### config.mk
export PLATFORM = sky130hd
export DESIGN_NAME = edf_deadline_tracker
export DESIGN_NICKNAME = d
export VERILOG_FILES = /design/src/rtl/edf_pkg.sv /design/src/rtl/edf_deadline_cnt.sv /design/src/rtl/edf_deadline_tracker.sv
export SDC_FILE = /design/constraint.sdc
export NUM_CORES = 1
export LEC_CHECK = 0
export ABC_AREA = 1
export CAP_MARGIN = 20
export CELL_PAD_IN_SITES_DETAIL_PLACEMENT = 0
export CELL_PAD_IN_SITES_GLOBAL_PLACEMENT = 1
export CORE_MARGIN = 4
export CORE_UTILIZATION = 41
export CTS_CLUSTER_DIAMETER = 50
export CTS_CLUSTER_SIZE = 10
export DETAILED_ROUTE_END_ITERATION = 8
export PLACE_DENSITY = 0.89
export SYNTH_ARGS = -nofsm -noshare
export SYNTH_HDL_FRONTEND = slang
export SYNTH_SLANG_ARGS = --single-unit
### constraint.sdc
create_clock -name clk_i -period 2.17 [get_ports clk_i]
set_input_delay 0.217 -clock clk_i [delete_from_list [all_inputs] [get_ports clk_i]]
set_output_delay 0.217 -clock clk_i [all_outputs]
set_load 0.05 [all_outputs]
### src/rtl/edf_pkg.sv
// edf_pkg: shared types and helpers for the EDF deadline tracker.
// Optional feature macro: EDF_DEADLINE_MISS_EN (sticky per-line miss flag).
package edf_pkg;

  // Widest relative deadline the config register file can carry.
  localparam int DlMaxW = 32;

  typedef enum logic [0:0] {
    IDLE    = 1'b0,
    PENDING = 1'b1
  } line_state_e;

  typedef struct packed {
    logic              en;
    logic [DlMaxW-1:0] dl;
  } line_cfg_t;

  // Most negative signed time-to-deadline; counters saturate here.
  function automatic int PrioMin(input int width);
    return -(1 << (width - 1));
  endfunction

endpackage

### src/rtl/edf_deadline_cnt.sv
// edf_deadline_cnt: per-line pending state and signed deadline counter.
// Optional feature macro: EDF_DEADLINE_MISS_EN (sticky miss flag).
module edf_deadline_cnt
  import edf_pkg::*;
#(
  parameter int PrioWidth = 8
) (
  input  logic                 clk_i,
  input  logic                 rst_i,
  input  logic                 tick_i,
  input  logic                 arrive_i,
  input  logic                 en_i,
  input  logic [PrioWidth-1:0] dl_i,
  input  logic                 claim_i,
  output logic                 pending_o,
  output logic [PrioWidth-1:0] cnt_o
`ifdef EDF_DEADLINE_MISS_EN
  ,
  output logic                 miss_o
`endif
);

  localparam logic [PrioWidth-1:0] CntMin =
    PrioWidth'(PrioMin(PrioWidth));
  localparam logic [PrioWidth-1:0] CntOne =
    PrioWidth'(1);

  line_state_e          state_q;
  logic [PrioWidth-1:0] cnt_q;
  logic                 load;
  logic                 clear;
  logic                 dec;
  logic                 sat;

  // A claim frees the line, so a same-cycle arrival may reload it.
  assign load  = arrive_i & en_i &
                 ((state_q == IDLE) | claim_i);
  assign clear = claim_i & (state_q == PENDING);
  assign dec   = tick_i & (state_q == PENDING);
  assign sat   = (cnt_q == CntMin);

  // Load beats claim beats tick; saturate instead of wrapping.
  always_ff @(posedge clk_i) begin
    if (rst_i) begin
      state_q <= IDLE;
      cnt_q   <= '0;
    end else if (load) begin
      state_q <= PENDING;
      cnt_q   <= dl_i;
    end else if (clear) begin
      state_q <= IDLE;
      cnt_q   <= '0;
    end else if (dec && !sat) begin
      cnt_q   <= cnt_q - CntOne;
    end
  end

  assign pending_o = (state_q == PENDING);
  assign cnt_o     = cnt_q;

`ifdef EDF_DEADLINE_MISS_EN
  logic miss_q;

  // Sticky flag set when a tick crosses the deadline (0 -> -1).
  always_ff @(posedge clk_i) begin
    if (rst_i) begin
      miss_q <= 1'b0;
    end else if (load || clear) begin
      miss_q <= 1'b0;
    end else if (dec && (cnt_q == '0)) begin
      miss_q <= 1'b1;
    end
  end

  assign miss_o = miss_q;
`endif

endmodule

### src/rtl/edf_deadline_tracker.sv
// edf_deadline_tracker: interrupt edge capture and deadline countdown.
// Optional feature macro: EDF_DEADLINE_MISS_EN (adds miss_o).
module edf_deadline_tracker
  import edf_pkg::*;
#(
  parameter  int NrInputs  = 32,
  parameter  int PrioWidth = 8,
  localparam int IdxWidth  = $clog2(NrInputs)
) (
  input  logic                          clk_i,
  input  logic                          rst_i,
  input  logic [NrInputs-1:0]           irq_i,
  input  logic                          tick_i,
  input  logic                          cfg_we_i,
  input  logic [IdxWidth-1:0]           cfg_idx_i,
  input  logic                          cfg_en_i,
  input  logic [PrioWidth-1:0]          cfg_dl_i,
  input  logic                          claim_i,
  input  logic [IdxWidth-1:0]           claim_idx_i,
  output logic [NrInputs-1:0]           valid_o,
  output logic [NrInputs*PrioWidth-1:0] prio_o
`ifdef EDF_DEADLINE_MISS_EN
  ,
  output logic [NrInputs-1:0]           miss_o
`endif
);

  logic [NrInputs-1:0] irq_q;
  logic [NrInputs-1:0] edge_v;
  logic [NrInputs-1:0] claim_v;
  logic [NrInputs-1:0] en_v;
  logic [NrInputs-1:0] pend_v;
  logic [NrInputs-1:0] dl_unused;
  logic                msb_unused;
  line_cfg_t           cfg_q [NrInputs];

  // Previous irq level; sampled through reset so a level held
  // across reset release is not mistaken for a fresh edge.
  always_ff @(posedge clk_i) begin
    irq_q <= irq_i;
  end

  assign edge_v = irq_i & ~irq_q;

  // Config register file; the deadline MSB is dropped on write.
  always_ff @(posedge clk_i) begin
    if (rst_i) begin
      for (int i = 0; i < NrInputs; i++) begin
        cfg_q[i] <= '0;
      end
    end else if (cfg_we_i) begin
      cfg_q[cfg_idx_i] <= '{
        en: cfg_en_i,
        dl: DlMaxW'(cfg_dl_i[PrioWidth-2:0])
      };
    end
  end

  assign msb_unused = cfg_dl_i[PrioWidth-1];

  for (genvar k = 0; k < NrInputs; k++) begin : g_line
    logic [PrioWidth-1:0] load_dl;

    assign claim_v[k] = claim_i &&
                        (claim_idx_i == IdxWidth'(k));
    assign en_v[k]    = cfg_q[k].en;
    assign load_dl    = {1'b0, cfg_q[k].dl[PrioWidth-2:0]};
    assign dl_unused[k] =
      ^cfg_q[k].dl[DlMaxW-1:PrioWidth-1];

`ifdef EDF_DEADLINE_MISS_EN
    edf_deadline_cnt #(
      .PrioWidth (PrioWidth)
    ) u_cnt (
      .clk_i     (clk_i),
      .rst_i     (rst_i),
      .tick_i    (tick_i),
      .arrive_i  (edge_v[k]),
      .en_i      (en_v[k]),
      .dl_i      (load_dl),
      .claim_i   (claim_v[k]),
      .pending_o (pend_v[k]),
      .cnt_o     (prio_o[k*PrioWidth +: PrioWidth]),
      .miss_o    (miss_o[k])
    );
`else
    edf_deadline_cnt #(
      .PrioWidth (PrioWidth)
    ) u_cnt (
      .clk_i     (clk_i),
      .rst_i     (rst_i),
      .tick_i    (tick_i),
      .arrive_i  (edge_v[k]),
      .en_i      (en_v[k]),
      .dl_i      (load_dl),
      .claim_i   (claim_v[k]),
      .pending_o (pend_v[k]),
      .cnt_o     (prio_o[k*PrioWidth +: PrioWidth])
    );
`endif
  end

  // Disabled lines keep counting but are hidden from the arbiter.
  assign valid_o = pend_v & en_v;

endmodule
==> metrics.txt, run 1 <==
# TYPE chip_impl_metric gauge
chip_impl_metric{name="core_footprint",unit="mm^2"} 0.0735
chip_impl_metric{name="numPortBuffers",unit=""} 342
chip_impl_metric{name="path_buf_inv",unit=""} 1
chip_impl_metric{name="dp_hpwl",unit="mm"} 66.8
chip_impl_metric{name="synth_seq_cells",unit=""} 576
chip_impl_metric{name="clock_tree.htree_level_count",unit=""} 3
chip_impl_info{name="holdPathEnd",value="irq_q[28]$_DFF_P_"} 1
chip_impl_metric{name="synthesis.area",unit="mm^2"} 0.0306
chip_impl_metric{name="row_count",unit=""} 99
chip_impl_metric{name="grt-ovfl-total",unit=""} 0
chip_impl_metric{name="drt_pre_antenna_iters",unit=""} 5
chip_impl_metric{name="number_of_instances_in_the_synthesized_netlist",unit=""} 4249
chip_impl_metric{name="reg2reg_slack",unit="ns"} 0.41
chip_impl_metric{name="vias_per_cell",unit=""} 4.92
chip_impl_metric{name="finalSetupViolCount",unit=""} 0
chip_impl_metric{name="worstMarginPinSlew",unit="ns"} 0.630
chip_impl_metric{name="period_utilisation_layout",unit="%"} 98.3
chip_impl_metric{name="vias",unit=""} 28700
chip_impl_info{name="cts_tree",value="done"} 1
chip_impl_metric{name="final-instance-count-excl-fill",unit=""} 5832
chip_impl_metric{name="maxSlewHeadroom",unit="%"} 57.8
chip_impl_metric{name="yosys_warnings",unit=""} 0
chip_impl_metric{name="timing_max_transition_violations_final",unit=""} 0
chip_impl_metric{name="final_worst_clock_skew",unit="ns"} 0.0295
chip_impl_metric{name="die_w",unit="um"} 281
chip_impl_metric{name="timing.final.crit_period",unit="ns"} 2.13
chip_impl_info{name="crit_type",value="reg -> out"} 1
chip_impl_metric{name="r2r_cells",unit=""} 8
chip_impl_metric{name="clock_latency",unit="ns"} 0.63
chip_impl_metric{name="cp_data_arrival_time",unit="ns"} 1.92
chip_impl_metric{name="number_of_flops_mapped_to_enable_cells_by_yosys",unit=""} 256
chip_impl_metric{name="floorplan.initialDensity",unit="%"} 41.6
chip_impl_metric{name="report.power.total",unit="uW"} 35700
chip_impl_metric{name="grt_util_all_layers",unit="%"} 23.7
chip_impl_info{name="critPathTopFamily",value="buffers and inverters"} 1
chip_impl_info{name="start_kind",value="register"} 1
chip_impl_metric{name="achievable-frequency",unit="MHz"} 469
chip_impl_info{name="worstHoldStart",value="irq_i[28]"} 1
chip_impl_metric{name="routed_wl",unit="mm"} 95.3
chip_impl_metric{name="drive_gt1_share",unit="%"} 9.87
chip_impl_info{name="rr_startpoint",value="g_line[8].u_cnt.cnt_o[0]$_SDFFE_PP0P_"} 1
chip_impl_info{name="run_status",value="finished, final reports clean"} 1
chip_impl_info{name="synth_area_leader_cell",value="edfxtp_1"} 1
chip_impl_info{name="synth_top_flop_cell",value="dfxtp_1"} 1
chip_impl_metric{name="gpl.final_weighted_congestion",unit=""} 0.841
chip_impl_metric{name="place_inst",unit=""} 5669
chip_impl_metric{name="synth-async-reset-ratio",unit="%"} 0
chip_impl_metric{name="area_delta_synth_final",unit="%"} 29.7
chip_impl_metric{name="ioPinCount",unit=""} 344
chip_impl_metric{name="worst_ir_drop_vdd",unit="uV"} 686
chip_impl_info{name="root_buffer",value="clkbuf_16"} 1
chip_impl_metric{name="cts_setup_buffers",unit=""} 0
chip_impl_metric{name="crit_required",unit="ns"} 1.95
chip_impl_metric{name="synth_cell_types",unit=""} 32
chip_impl_metric{name="sequential_area_share_after_synthesis",unit="%"} 46.1
chip_impl_info{name="hold_path.class",value="in -> reg"} 1
chip_impl_metric{name="post_drt_wl_per_cell",unit="um"} 16.3
chip_impl_metric{name="route.antenna.remaining_nets",unit=""} 0
chip_impl_metric{name="remaining_drc_errors",unit=""} 0
chip_impl_metric{name="cp_max_fo",unit=""} 3
chip_impl_metric{name="max_stage_delay",unit="ns"} 0.85
chip_impl_metric{name="power_leakage",unit="uW"} 0.0191
chip_impl_info{name="synth_top_cells_by_area",value="edfxtp_1 25%, dfxtp_1 21%, nand2_1 13%"} 1
chip_impl_metric{name="holdPathStages",unit=""} 1
chip_impl_metric{name="nets",unit=""} 4887
chip_impl_metric{name="power_per_cell_area",unit="mW/mm^2"} 902
chip_impl_metric{name="grt_pass1_vias",unit=""} 27400
chip_impl_metric{name="clock_sinks",unit=""} 576
chip_impl_metric{name="final_hold_viol_count",unit=""} 0
chip_impl_info{name="crit_slowest_cell",value="clkdlybuf4s50_1"} 1
chip_impl_metric{name="initial_antenna_violation_count",unit=""} 7
chip_impl_info{name="crit_chain",value="clkdlybuf4s50_1"} 1
chip_impl_metric{name="synth_top_cell_area_share",unit="%"} 25.2
chip_impl_metric{name="drv_cap",unit=""} 0
chip_impl_metric{name="clk_buf_depth",unit=""} 3
chip_impl_metric{name="die_area",unit="mm^2"} 0.0790
chip_impl_metric{name="wire_length_of_the_first_global_routing_pass",unit="mm"} 148
chip_impl_metric{name="synthesized_nets",unit=""} 4337
chip_impl_metric{name="cts-buffers-inserted",unit=""} 86
chip_impl_metric{name="grt_max_degree",unit=""} 94
chip_impl_metric{name="avgSynthCellArea",unit="um^2"} 7.19
chip_impl_metric{name="dr.first_iter.drc_count",unit=""} 1778
chip_impl_metric{name="chip_height",unit="um"} 281
chip_impl_info{name="timing.rr.end",value="g_line[8].u_cnt.cnt_o[1]$_SDFFE_PP0P_"} 1
chip_impl_metric{name="worst_setup_hold_path_clk_slew",unit="ns"} 0.06
chip_impl_info{name="timing.critical_path.to_type",value="output pin"} 1
==> synthesized netlist by cell type, types with 5 or more instances <==
master / count
ha_1: 32
inv_2: 11
xor2_1: 80
nand2_4: 37
xnor2_1: 18
nor2_1: 1034
o21bai_1: 29
nand2_1: 1054
dfxtp_1: 320
nand2_2: 58
inv_1: 458
o21ai_0: 96
a21oi_1: 66
edfxtp_1: 256
nor3_1: 8
nand3b_2: 5
buf_2: 17
nand4_1: 92
nand3b_1: 13
nand3_1: 480
clkbuf_1: 48
buf_6: 16
==> through the flow <==
step	util (%)	TNS, ns	hold slack (ns)	setup WS [ns]	area, um^2
floorplan	-	0	0.245	0.279	30600
global placement	50.1	-7.02	0.520	-0.188	36800
detailed placement	50.1	-8.56	0.525	-0.196	36800
CTS	53.9	0	0.0263	0.00110	39600
global route	54.0	-0.00541	0.0478	-0.00541	39700
finish	54.0	0	0.0692	0.0373	39700
==> cells by family (layout without fill, tap and decap cells) <==
family	count (synthesis)	count (layout)	synth area share [%]
adders and majority gates	32	32	1.31
and+or+nand+nor	2790	2790	38.9
DFF	576	576	46.1
AOI/OAI and AO/OA	196	196	3.53
xor gates and xnor gates	98	98	2.81
buffers and inverters	557	1180	7.37
other	0	1	0
==> routing by layer <==
layer	global-route usage, %	vias up	routed length [um]
li1	-	14700	-
met1	30.6	13100	41400
met2	39.3	728	44000
met3	5.27	187	6490
met4	8.46	10	3380
met5	0	-	59
==> worst max path at each step <==
stage,slack [ns],end,start,depth (start not counted)
2_1_floorplan,0.28,g_line[5].u_cnt.cnt_o[1]$_SDFFE_PP0P_,g_line[5].u_cnt.cnt_o[0]$_SDFFE_PP0P_,11
5_1_grt,-0.005,prio_o[133],g_line[16].u_cnt.cnt_o[5]$_SDFFE_PP0P_,1
4_1_cts,0.001,prio_o[189],g_line[23].u_cnt.cnt_o[5]$_SDFFE_PP0P_,1
6_report,0.04,prio_o[247],g_line[30].u_cnt.cnt_o[7]$_SDFFE_PP0P_,1
3_3_place_gp,-0.19,cfg_q[21][3]$_SDFFCE_PN0P_,cfg_we_i,6
3_5_place_dp,-0.20,cfg_q[21][3]$_SDFFCE_PN0P_,cfg_we_i,6
==> registers in the layout, indices dropped and copies added (netlist names) <==
| name | count |
|---|---|
| cfg_q | 256 |
| g_line.u_cnt.cnt_o | 256 |
| g_line.u_cnt.pending_o | 32 |
| irq_q | 32 |
==> timing repair <==
item                                    CTS  global route
gates cloned                              0             0
hold endpoints to repair                 11             0
hold buffers                              1             0
endpoints found under the setup margin   54            33
resized for setup                        54            33
==> layout by cell type (no fill, tap or decap), types with 4 or more instances in the layout <==
| master | netlist | routed |
|---|---|---|
| nand4_1 | 92 | 92 |
| buf_4 | 4 | 169 |
| clkinv_2 | 0 | 12 |
| o21bai_1 | 29 | 29 |
| nand3b_2 | 5 | 5 |
| dfxtp_1 | 320 | 320 |
| nor2_4 | 4 | 5 |
| o21bai_2 | 4 | 4 |
| inv_1 | 458 | 449 |
| xnor2_1 | 18 | 18 |
| inv_6 | 0 | 10 |
| clkdlybuf4s50_1 | 0 | 248 |
| buf_12 | 0 | 43 |
| clkbuf_8 | 0 | 4 |
| nor3_1 | 8 | 8 |
| clkbuf_16 | 0 | 94 |
| nand2_4 | 37 | 37 |
| xor2_1 | 80 | 80 |
| nand3b_1 | 13 | 13 |
| ha_1 | 32 | 32 |
| o21ai_0 | 96 | 96 |
| dlygate4sd2_1 | 0 | 54 |
| a21oi_1 | 66 | 66 |
| edfxtp_1 | 256 | 256 |
| clkinvlp_4 | 0 | 5 |
| clkbuf_1 | 48 | 26 |
| nand2_2 | 58 | 58 |
| nor2_1 | 1034 | 1032 |
| dlymetal6s2s_1 | 0 | 33 |
| inv_2 | 11 | 19 |
| nand3_1 | 480 | 480 |
| nand2_1 | 1054 | 1054 |
==> layout make-up <==
type / count / area (um^2)
multi-input combinational: 3116 / 14200
fill: 7051 / 33800
sequential: 576 / 14100
clock buffer: 124 / 2500
inverter: 470 / 1770
clock inverter: 37 / 342
tap: 959 / 1200
timing repair buffer: 549 / 5510
antenna: 1 / 2.50
==> where the power goes <==
part / leakage [uW] / internal, uW / switching [uW] / total [uW]
Combinational: 0.0127 / 3200 / 5930 / 9120
Clock: 0.00138 / 8450 / 5250 / 13700
Sequential: 0.00507 / 12200 / 769 / 12900
Total: 0.0191 / 23800 / 11900 / 35700
Power figures use the tool's default switching activity.
==> run 2, diff against run 1 <==
Settings changed: PLACE_DENSITY 0.89 to 0.8, SLEW_MARGIN from default to 5.
==> run 2 against run 1 <==
Against the previous run: clock-buffer cell count decreased by 4; sequential share of layout area is 0.072 points higher; first-iteration DRC count down 0.84%; fmax down 0.13%; flip-flop and latch count unchanged; global-route usage hardly changed; routed wire length is 1.1% higher; clock power hardly changed; via count fell by 1.3%; final cell count is essentially flat; register-to-register slack worse by 0.04 ns; die area stayed put; critical endpoint is now prio_o[243]; largest cell class unchanged; highest routed layer unchanged.
==> metrics.txt, run 2 (synthesis gave the netlist of run 1 again) <==
# TYPE chip_impl_metric gauge
chip_impl_info{name="run_status",value="finished, final reports clean"} 1
chip_impl_info{name="cts_tree",value="done"} 1
chip_impl_metric{name="maxSlewHeadroom",unit="%"} 52.9
chip_impl_metric{name="initial_antenna_violation_count",unit=""} 6
chip_impl_metric{name="grt-ovfl-total",unit=""} 0
chip_impl_metric{name="preCtsSetupSlack",unit="ns"} -0.112
chip_impl_metric{name="vias_per_cell",unit=""} 4.85
chip_impl_metric{name="worstMarginPinSlew",unit="ns"} 0.709
chip_impl_metric{name="cp_data_arrival_time",unit="ns"} 1.92
chip_impl_info{name="mostFrequentLayoutCell",value="nand2_1"} 1
chip_impl_metric{name="ioPinCount",unit=""} 344
chip_impl_info{name="globalRoute.busiestLayer",value="met2"} 1
chip_impl_metric{name="clock_latency",unit="ns"} 0.62
chip_impl_info{name="start_kind",value="register"} 1
chip_impl_metric{name="route.antenna.remaining_nets",unit=""} 0
chip_impl_metric{name="timing_max_transition_violations_final",unit=""} 0
chip_impl_metric{name="post_drt_wl_per_cell",unit="um"} 16.5
chip_impl_metric{name="die_area",unit="mm^2"} 0.0790
chip_impl_metric{name="grt_max_degree",unit=""} 125
chip_impl_metric{name="grt_pass1_vias",unit=""} 26600
chip_impl_metric{name="report.power.total",unit="uW"} 35600
chip_impl_metric{name="worst_setup_hold_path_clk_slew",unit="ns"} 0.05
chip_impl_metric{name="finalSetupViolCount",unit=""} 0
chip_impl_metric{name="row_count",unit=""} 99
chip_impl_metric{name="final_hold_viol_count",unit=""} 0
chip_impl_metric{name="worst_hold_slack",unit="ns"} 0.0718
chip_impl_metric{name="path_buf_inv",unit=""} 1
chip_impl_metric{name="drt_pre_antenna_iters",unit=""} 6
chip_impl_metric{name="dr.first_iter.drc_count",unit=""} 1763
chip_impl_metric{name="period_utilisation_layout",unit="%"} 98.4
chip_impl_metric{name="worst_ir_drop_vdd",unit="uV"} 675
chip_impl_metric{name="floorplan.initialDensity",unit="%"} 41.6
chip_impl_metric{name="crit_required",unit="ns"} 1.95
chip_impl_info{name="crit_type",value="reg -> out"} 1
chip_impl_metric{name="nets",unit=""} 4890
chip_impl_metric{name="reg2reg_slack",unit="ns"} 0.37
chip_impl_metric{name="clk_buf_depth",unit=""} 3
chip_impl_info{name="crit_chain",value="clkdlybuf4s50_1"} 1
chip_impl_metric{name="cts-buffers-inserted",unit=""} 87
chip_impl_metric{name="grt_util_all_layers",unit="%"} 23.8
chip_impl_info{name="timing.critical_path.to_type",value="output pin"} 1
chip_impl_metric{name="timing.final.crit_period",unit="ns"} 2.14
chip_impl_metric{name="dp_hpwl",unit="mm"} 68.0
chip_impl_metric{name="power_per_cell_area",unit="mW/mm^2"} 900
chip_impl_metric{name="area_delta_synth_final",unit="%"} 29.5
chip_impl_metric{name="max_stage_delay",unit="ns"} 0.93
chip_impl_metric{name="vias",unit=""} 28300
chip_impl_metric{name="remaining_drc_errors",unit=""} 0
chip_impl_metric{name="clock_tree.htree_level_count",unit=""} 3
chip_impl_info{name="grt_setup_unrepaired",value="false"} 1
chip_impl_metric{name="gpl.final_weighted_congestion",unit=""} 0.852
chip_impl_metric{name="wire_length_of_the_first_global_routing_pass",unit="mm"} 148
chip_impl_metric{name="gr-usage-met1",unit="%"} 32.2
chip_impl_metric{name="final_worst_clock_skew",unit="ns"} 0.0260
chip_impl_metric{name="core_footprint",unit="mm^2"} 0.0735
chip_impl_metric{name="drv_cap",unit=""} 0
chip_impl_info{name="root_buffer",value="clkbuf_16"} 1
chip_impl_metric{name="clock_sinks",unit=""} 576
chip_impl_info{name="crit_slowest_cell",value="clkdlybuf4s50_1"} 1
chip_impl_metric{name="postLayoutCoreUtil",unit="%"} 53.9
chip_impl_info{name="layout_common_cells",value="1054 x nand2_1, 1032 x nor2_1, 480 x nand3_1, 449 x inv_1, 320 x dfxtp_1"} 1
chip_impl_metric{name="die_w",unit="um"} 281
chip_impl_metric{name="drive_gt1_share",unit="%"} 10.1
chip_impl_metric{name="grt.met3_usage",unit="%"} 5.24
chip_impl_info{name="critPathTopFamily",value="buffers and inverters"} 1
chip_impl_metric{name="grtUsageMet2",unit="%"} 38.7
chip_impl_metric{name="fin_setup_tns",unit="ns"} 0
chip_impl_metric{name="routed_wl",unit="mm"} 96.4
chip_impl_metric{name="numPortBuffers",unit=""} 342
chip_impl_metric{name="layout_setup_ws",unit="ns"} 0.0346
chip_impl_metric{name="power_leakage",unit="uW"} 0.0191
chip_impl_metric{name="achievable-frequency",unit="MHz"} 468
chip_impl_info{name="hold_path.class",value="in -> reg"} 1
chip_impl_metric{name="cp_max_fo",unit=""} 4
chip_impl_metric{name="n_fill_cell",unit=""} 7144
chip_impl_metric{name="chip_height",unit="um"} 281
==> run 2: cell count changes in the layout (fill, tap and decap cells not counted), moves of 5 or more <==
cell,delta
clkbuf_16,-5
clkinv_4,+7
buf_4,+12
inv_6,-6
buf_12,-5
clkdlybuf4s50_1,-5
==> run 2: repair_timing <==
action | 4_1_cts | 5_1_grt
buffers inserted | 0 | 0
gates resized for setup | 52 | 35
hold buffers | 1 | 0
endpoints found under the hold margin | 4 | 0
gates cloned | 0 | 0
endpoints found under the setup margin | 52 | 35
==> run 2: metal layers <==
layer / vias to the layer above / wire length (um) / share of wire (%)
li1: 14700 / - / -
met1: 12800 / 43500 / 45
met2: 680 / 44100 / 46
met3: 144 / 6540 / 6.8
met4: 8 / 2240 / 2.3
met5: - / 54 / 0.056
==> run 2: cell type report <==
cell class	instances	area [um^2]	share of cell area [%]
sequential	576	14100	35.6
inverter	470	1770	4.48
multi-input combinational	3116	14200	36.0
clock buffer	120	2410	6.10
timing repair buffer	551	5460	13.8
antenna	2	5.00	0.0126
clock inverter	42	403	1.02
tap	959	1200	3.03
==> run 2: path summary, 6_finish.rpt <==
check	startpoint	end	cells after the start
hold reg to reg	irq_q[3]$_DFF_P_	g_line[3].u_cnt.pending_o$_SDFFE_PP0P_	3
hold / removal	irq_i[23]	irq_q[23]$_DFF_P_	1
setup / recovery	g_line[30].u_cnt.cnt_o[3]$_SDFFE_PP0P_	prio_o[243]	1
setup reg to reg	g_line[1].u_cnt.cnt_o[0]$_SDFFE_PP0P_	g_line[1].u_cnt.cnt_o[0]$_SDFFE_PP0P_	8
==> run 2: through the flow <==
| step | area [um^2] | std cells |
|---|---|---|
| floorplan | 30600 | 4249 |
| global placement | 36700 | 5671 |
| detailed placement | 36700 | 5671 |
| CTS | 39500 | 5834 |
| global route | 39600 | 5835 |
| finish | 39600 | 5836 |
==> run 2: report_power, final <==
| group | total (uW) | switching [uW] | internal [uW] |
|---|---|---|---|
| Sequential | 12900 | 764 | 12200 |
| Clock | 13500 | 5220 | 8310 |
| Combinational | 9140 | 5950 | 3180 |
| Total | 35600 | 11900 | 23700 |
